File: src/rtl/seg_scan_ctrl_pkg.sv
// Shared definitions for the seven-segment scan controller: panel size,
// active-low segment codes and the controller FSM state type.
package seg_pkg;

    localparam int unsigned NUM_DIGITS = 6;

    localparam logic [7:0] SEG_BLANK = 8'hFF;
    localparam logic [7:0] SEG_SRC0  = 8'h40;  // "0" with dp lit
    localparam logic [7:0] SEG_SRC1  = 8'h79;  // "1" with dp lit

    typedef enum logic [1:0] {
        IDLE = 2'd0,
        CONV = 2'd1,
        LOAD = 2'd2
    } state_e;

    function automatic logic [7:0] digit_seg(input logic [3:0] d);
        case (d)
            4'd0:    return 8'hC0;
            4'd1:    return 8'hF9;
            4'd2:    return 8'hA4;
            4'd3:    return 8'hB0;
            4'd4:    return 8'h99;
            4'd5:    return 8'h92;
            4'd6:    return 8'h82;
            4'd7:    return 8'hF8;
            4'd8:    return 8'h80;
            4'd9:    return 8'h90;
            default: return SEG_BLANK;
        endcase
    endfunction

endpackage

File: src/rtl/seg_scan_ctrl_bin2bcd_seq.sv
// Sequential double-dabble: 8-bit binary to three BCD digits in 8 cycles.
// start_i loads the operand; done_o is high on the cycle of the final shift.
module bin2bcd_seq (
    input  logic        clk,
    input  logic        reset_n,
    input  logic        start_i,
    input  logic [7:0]  din_i,
    output logic        done_o,
    output logic [11:0] bcd_o
);

    logic [19:0] sr_q, sr_d;
    logic [19:0] adj;
    logic [2:0]  cnt_q, cnt_d;
    logic        run_q, run_d;

    always_comb begin
        adj = sr_q;
        for (int unsigned i = 0; i < 3; i++) begin
            if (sr_q[8 + 4*i +: 4] >= 4'd5) begin
                adj[8 + 4*i +: 4] = sr_q[8 + 4*i +: 4] + 4'd3;
            end
        end

        sr_d  = sr_q;
        cnt_d = cnt_q;
        run_d = run_q;
        if (start_i) begin
            sr_d  = {12'd0, din_i};
            cnt_d = '0;
            run_d = 1'b1;
        end else if (run_q) begin
            sr_d  = {adj[18:0], 1'b0};
            cnt_d = cnt_q + 3'd1;
            if (cnt_q == 3'd7) begin
                run_d = 1'b0;
            end
        end
    end

    always_ff @(posedge clk or negedge reset_n) begin
        if (!reset_n) begin
            sr_q  <= '0;
            cnt_q <= '0;
            run_q <= 1'b0;
        end else begin
            sr_q  <= sr_d;
            cnt_q <= cnt_d;
            run_q <= run_d;
        end
    end

    assign done_o = run_q && (cnt_q == 3'd7);
    assign bcd_o  = sr_q[19:8];

endmodule

File: src/rtl/seg_scan_ctrl.sv
// Two-requester round-robin display controller: accepts an 8-bit value,
// converts it to BCD and scans it onto a six-digit common-anode panel.
module seg_scan_ctrl
    import seg_pkg::*;
#(
    parameter int unsigned DWELL = 3
) (
    input  logic                  clk,
    input  logic                  reset_n,
    input  logic                  req0_valid,
    input  logic [7:0]            req0_data,
    output logic                  req0_ready,
    input  logic                  req1_valid,
    input  logic [7:0]            req1_data,
    output logic                  req1_ready,
    output logic                  busy,
    output logic [NUM_DIGITS-1:0] sel,
    output logic [7:0]            seg_out
);

    localparam logic [19:0] DWELL_LAST = 20'(DWELL - 1);
    localparam logic [2:0]  LAST_DIGIT = 3'(NUM_DIGITS - 1);

    state_e                state_q, state_d;
    logic                  last_grant_q, last_grant_d;
    logic                  src_q, src_d;
    logic                  grant0, grant1;
    logic                  conv_start, conv_done, load;
    logic [11:0]           bcd;
    logic [3:0]            hund_q, tens_q, ones_q;
    logic                  buf_src_q, shown_q;
    logic [19:0]           dwell_q, dwell_d;
    logic [2:0]            idx_q, idx_d;
    logic [NUM_DIGITS-1:0] sel_q, sel_d;
    logic [7:0]            seg_q, seg_d;

    // last_grant_q = 1 means requester 1 was served last, so requester 0 wins a tie
    assign grant0 = req0_valid && (!req1_valid || last_grant_q);
    assign grant1 = req1_valid && (!req0_valid || !last_grant_q);

    assign req0_ready = (state_q == IDLE) && grant0;
    assign req1_ready = (state_q == IDLE) && grant1;
    assign busy       = (state_q != IDLE);

    bin2bcd_seq u_bin2bcd (
        .clk     (clk),
        .reset_n (reset_n),
        .start_i (conv_start),
        .din_i   (grant1 ? req1_data : req0_data),
        .done_o  (conv_done),
        .bcd_o   (bcd)
    );

    always_comb begin
        state_d      = state_q;
        last_grant_d = last_grant_q;
        src_d        = src_q;
        conv_start   = 1'b0;
        load         = 1'b0;
        case (state_q)
            IDLE: begin
                if (grant0 || grant1) begin
                    conv_start = 1'b1;
                    src_d      = grant1;
                    state_d    = CONV;
                end
            end
            CONV: begin
                if (conv_done) begin
                    state_d = LOAD;
                end
            end
            LOAD: begin
                load         = 1'b1;
                last_grant_d = src_q;
                state_d      = IDLE;
            end
            default: state_d = IDLE;
        endcase
    end

    always_ff @(posedge clk or negedge reset_n) begin
        if (!reset_n) begin
            state_q      <= IDLE;
            last_grant_q <= 1'b1;
            src_q        <= 1'b0;
        end else begin
            state_q      <= state_d;
            last_grant_q <= last_grant_d;
            src_q        <= src_d;
        end
    end

    always_ff @(posedge clk or negedge reset_n) begin
        if (!reset_n) begin
            hund_q    <= '0;
            tens_q    <= '0;
            ones_q    <= '0;
            buf_src_q <= 1'b0;
            shown_q   <= 1'b0;
        end else if (load) begin
            hund_q    <= bcd[11:8];
            tens_q    <= bcd[7:4];
            ones_q    <= bcd[3:0];
            buf_src_q <= src_q;
            shown_q   <= 1'b1;
        end
    end

    always_comb begin
        dwell_d = dwell_q + 20'd1;
        idx_d   = idx_q;
        if (dwell_q == DWELL_LAST) begin
            dwell_d = '0;
            idx_d   = (idx_q == LAST_DIGIT) ? '0 : idx_q + 3'd1;
        end

        sel_d = ~(NUM_DIGITS'(1) << idx_q);
        case (idx_q)
            3'd0:    seg_d = digit_seg(ones_q);
            3'd1:    seg_d = (hund_q == 4'd0 && tens_q == 4'd0) ? SEG_BLANK : digit_seg(tens_q);
            3'd2:    seg_d = (hund_q == 4'd0) ? SEG_BLANK : digit_seg(hund_q);
            3'd5:    seg_d = !shown_q ? SEG_BLANK : (buf_src_q ? SEG_SRC1 : SEG_SRC0);
            default: seg_d = SEG_BLANK;
        endcase
    end

    always_ff @(posedge clk or negedge reset_n) begin
        if (!reset_n) begin
            dwell_q <= '0;
            idx_q   <= '0;
            sel_q   <= '1;
            seg_q   <= SEG_BLANK;
        end else begin
            dwell_q <= dwell_d;
            idx_q   <= idx_d;
            sel_q   <= sel_d;
            seg_q   <= seg_d;
        end
    end

    assign sel     = sel_q;
    assign seg_out = seg_q;

endmodule
File: config.mk
export PLATFORM = sky130hd
export DESIGN_NAME = seg_scan_ctrl
export DESIGN_NICKNAME = d
export VERILOG_FILES = /design/src/rtl/seg_scan_ctrl_pkg.sv /design/src/rtl/seg_scan_ctrl_bin2bcd_seq.sv /design/src/rtl/seg_scan_ctrl.sv
export SDC_FILE = /design/constraint.sdc
export NUM_CORES = 1
export LEC_CHECK = 0
export BUFFER_PORTS_ARGS = -buffer_cell sky130_fd_sc_hd__buf_2
export CAP_MARGIN = 20
export CELL_PAD_IN_SITES_DETAIL_PLACEMENT = 1
export CELL_PAD_IN_SITES_GLOBAL_PLACEMENT = 1
export CORE_ASPECT_RATIO = 0.5
export CORE_MARGIN = 4
export CORE_UTILIZATION = 40
export DETAILED_ROUTE_END_ITERATION = 8
export HOLD_SLACK_MARGIN = 0.05
export PLACE_DENSITY = 0.8
export SYNTH_ARGS = -nofsm -noshare
export SYNTH_HDL_FRONTEND = slang
export SYNTH_HIERARCHICAL = 1
export SYNTH_SLANG_ARGS = --single-unit
File: constraint.sdc
create_clock -name clk -period 1.8 [get_ports clk]
set_input_delay 0.27 -clock clk [delete_from_list [all_inputs] [get_ports clk]]
set_output_delay 0.27 -clock clk [all_outputs]
set_load 0.1 [all_outputs]
==> metrics.md <==
| Metric | Value |
|---|---|
| Met1 WL | 4680 um |
| Top_reg_cell synth | dfrtp_1 |
| Synth cell types | 64 |
| CTS Buf Count | 9 |
| Ant diodes | 0 |
| Total wire length | 10500 um |
| Net Sw Frac | 0.377 |
| Worst min path class | in2reg |
| Tmin final | 1.76 ns |
| P_sw | 2.71 mW |
| Root Buffer | clkbuf_16 |
| Vias in the first global route | 3585 |
| Largest net degree at the start of global routing | 34 |
| Clock tree buffer depth | 2 |
| Critical path peak fanout | 8 |
| Core box area | about 0.010 mm2 |
| Final period util | 0.976 |
| Final hold vios | 0 |
| Die Y | 82.2 um |
| Die X | 156 um |
| Total power draw | roughly 7 mW |
| Tightest hold margin | 0.265 ns |
| Top Layer Used | met4 |
| Type of origin of the critical path | flip-flop |
| Cells on worst reg2reg path | 6 |
| CTS tree | built |
| Crit path to | u_bin2bcd/sr_q[12] |
| Overflow left after global routing | 0 |
| Wire per inst | 16.5 um |
| Crit path max-delay cell type | dfstp_2 |
| Total GRT Usage | 0.172 |
| Skew final | around 0.0069 ns |
| Crit path launch | last_grant_q |
| Met2 WL | 5210 um |
| DRC | 0 |
| Total nets after synthesis | around 480 |
| VDD IR-drop max | around 0.00051 V |
| Synth Register Bits | 79 |
| R2r endpoint | u_bin2bcd/sr_q[12] |
| Site row count | 26 |
| Hpwl dp | 7480 um |
| Met3 routed WL | 373 um |
| Clk_lat worst skew | 0.34 ns |
| Max-Slew Margin vs Limit | 0.508 |
| Most frequent cells in the layout | 62 x dfrtp_1, 36 x nand2_1, 33 x buf_2 |
| Ys Warns | 6 |
| RSZ-0062 raised after global routing | true |
| Vias/cell | 5.32 |
| CP max stage delay | 0.53 ns |
| Drt first pass iters | 4 |
| Most common cell after layout, fill and taps aside | dfrtp_1 |
| Crit-path cells | a21boi_2, and2_4, or2_4, nand2b_4, or3_1, o31ai_1 |
| Final ANT Viol Nets | 0 |
| Syn Area/Cell | between 10 and 15 um2 |
| Max Cap Violations | 0 |
| DIE AREA | 0.0128 mm2 |
| WP data arrival | 2.00 ns |
| Fill cells | 1157 |
| Asr flop ratio synth | 1.00 |
| Power per cell area | approximately 1400 mW/mm2 |
| Leak pwr | approximately 2.4 nW |
| Reg2reg start | last_grant_q |
| Setup slack, reg-to-reg | 0.04 ns |
| Initial antenna violation count | 0 |
| Setup Viol. Count Final | 0 |
| Sequential area share after synthesis | 0.453 |
| Sequential Power Share | 0.364 |
| Clk sink count | 79 |
| Worst slew pin tran | 0.737 ns |
| Clk pwr share | 0.234 |
| 1st-iter DRT viols | ~170 |
| Crit end category | flip-flop |
| Num ports | 37 |
| Logic gate share of total power | 0.402 |
| H-tree lvl count | 3 |
| Clock-pin slew on the worst setup and hold paths | about 0.060 ns |
| Routability cong. | about 0.83 |
| Outcome | completed |
| EDFF count, synth | 0 |
| Internal power | 4.49 mW |
| First-pass GRT wire length | 17500 um |
| CP Class | reg2reg |
| Layout cells sized above 1 | 0.289 |
| Initial Utilization | 0.420 |
| Max Clock Freq | between 500 and 600 MHz |
| Syn Std Cell Area | about 0.0044 mm2 |
| Max Slew Vio Count | 0 |
| Vias | 3379 |
| Critical path required time | 2.04 ns |
| Mapped Cells | about 430 |
| IO Port Bufs | 36 |
| Layout area overhead | 20.5% |
| Total Nets Final | 537 |
## layer usage
| layer | global-route usage | vias to the layer above |
|---|---|---|
| met4 | 0.0623 | 0 |
| met2 | 0.305 | 55 |
| met3 | 0.0396 | 21 |
| met5 | 0 | - |
| li1 | - | 1622 |
| met1 | 0.209 | 1681 |
## worst max-delay path: cells and delay by family, from the launching register on
family,cells,cell delay [ns]
flops,1,0.53
simple gates,4,0.98
compound gates,2,0.14
## stage by stage
step	util	instances	setup slack [ns]	instance area, um2	setup TNS (ns)
2_1_floorplan	-	428	-1.00	4410	-23.97
3_3_place_gp	0.470	615	-0.00729	4930	-0.00741
3_5_place_dp	0.470	615	-0.0653	4930	-0.177
4_1_cts	0.498	632	0.00105	5220	0
5_1_grt	0.506	635	-0.0216	5300	-0.0443
6_report	0.506	635	0.0435	5300	0
## power by group through the flow
stage                     Combinational (mW)  Clock (mW)  Sequential [mW]
after floorplan                         2.10           0             2.43
after global placement                  2.59           0             2.60
final                                   2.89        1.68             2.62
after global routing                    3.25        1.81             2.69
after detailed placement                2.71           0             2.63
after CTS                               2.77        1.73             2.61
## registers in the layout, summed over array words and instances, names as in the netlist, 3 cells and up
register         flops
dwell_q             20
u_bin2bcd/sr_q      20
seg_out              8
sel                  6
hund_q               4
ones_q               4
tens_q               4
idx_q                3
u_bin2bcd/cnt_q      3
## synthesized netlist by cell type, types with 5 or more instances
| cell | n | area, um2 |
|---|---|---|
| dfstp_2 | 15 | 394 |
| o21ai_0 | 24 | 120 |
| nand2b_1 | 8 | 50.1 |
| nand3_1 | 14 | 70.1 |
| nand2_1 | 36 | 135 |
| nor3_1 | 8 | 40.0 |
| a21oi_1 | 16 | 80.1 |
| mux2_2 | 16 | 180 |
| inv_1 | 31 | 116 |
| mux2i_1 | 10 | 100 |
| ha_1 | 27 | 338 |
| xnor2_1 | 16 | 140 |
| xor2_1 | 7 | 61.3 |
| nand3b_1 | 5 | 37.5 |
| nand4_1 | 5 | 31.3 |
| buf_2 | 7 | 35.0 |
| nor2b_1 | 6 | 37.5 |
| o21ai_1 | 8 | 40.0 |
| nor2_1 | 26 | 97.6 |
| dfrtp_1 | 64 | 1600 |
## kinds of logic after synthesis
kind of cell / count (synthesis) / synth area share
simple gates: 141 / 0.181
xor+xnor: 23 / 0.0458
flops: 79 / 0.453
mux: 26 / 0.0637
compound gates: 83 / 0.126
fa+ha+maj: 27 / 0.0767
buf+inv: 49 / 0.0532
## final cells by class
cell class                      count  area [um2]  area share
Inverter                           31         116      0.0219
Sequential cell                    79        2000       0.377
Clock inverter                      5        33.8     0.00637
Clock buffer                       11         243      0.0458
Tap cell                          140         175      0.0330
Timing Repair Buffer               69         495      0.0934
Multi-Input combinational cell    300        2240       0.423
## worst min-delay path by stage
stage,startpoint,end,slack [ns],cells after the start
2_1_floorplan,reset_n,buf_src_q,-0.03,0
3_5_place_dp,reset_n,dwell_q[8],0.24,1
6_report,req0_valid,state_q[0],0.27,3
4_1_cts,req0_data[2],u_bin2bcd/sr_q[2],0.26,4
3_3_place_gp,reset_n,dwell_q[9],0.23,1
5_1_grt,req1_data[0],u_bin2bcd/sr_q[0],0.27,4
## repair_timing
action | 4_1_cts | 5_1_grt
hold buffers | 1 | 0
setup buffers | 0 | 3
hold endpoints to repair | 19 | 0
pin swaps | 0 | 6
gates resized for setup | 2 | 13
gates cloned | 0 | 0
setup endpoints to repair | 7 | 11
Note: power is estimated with default switching activity, not from simulation.
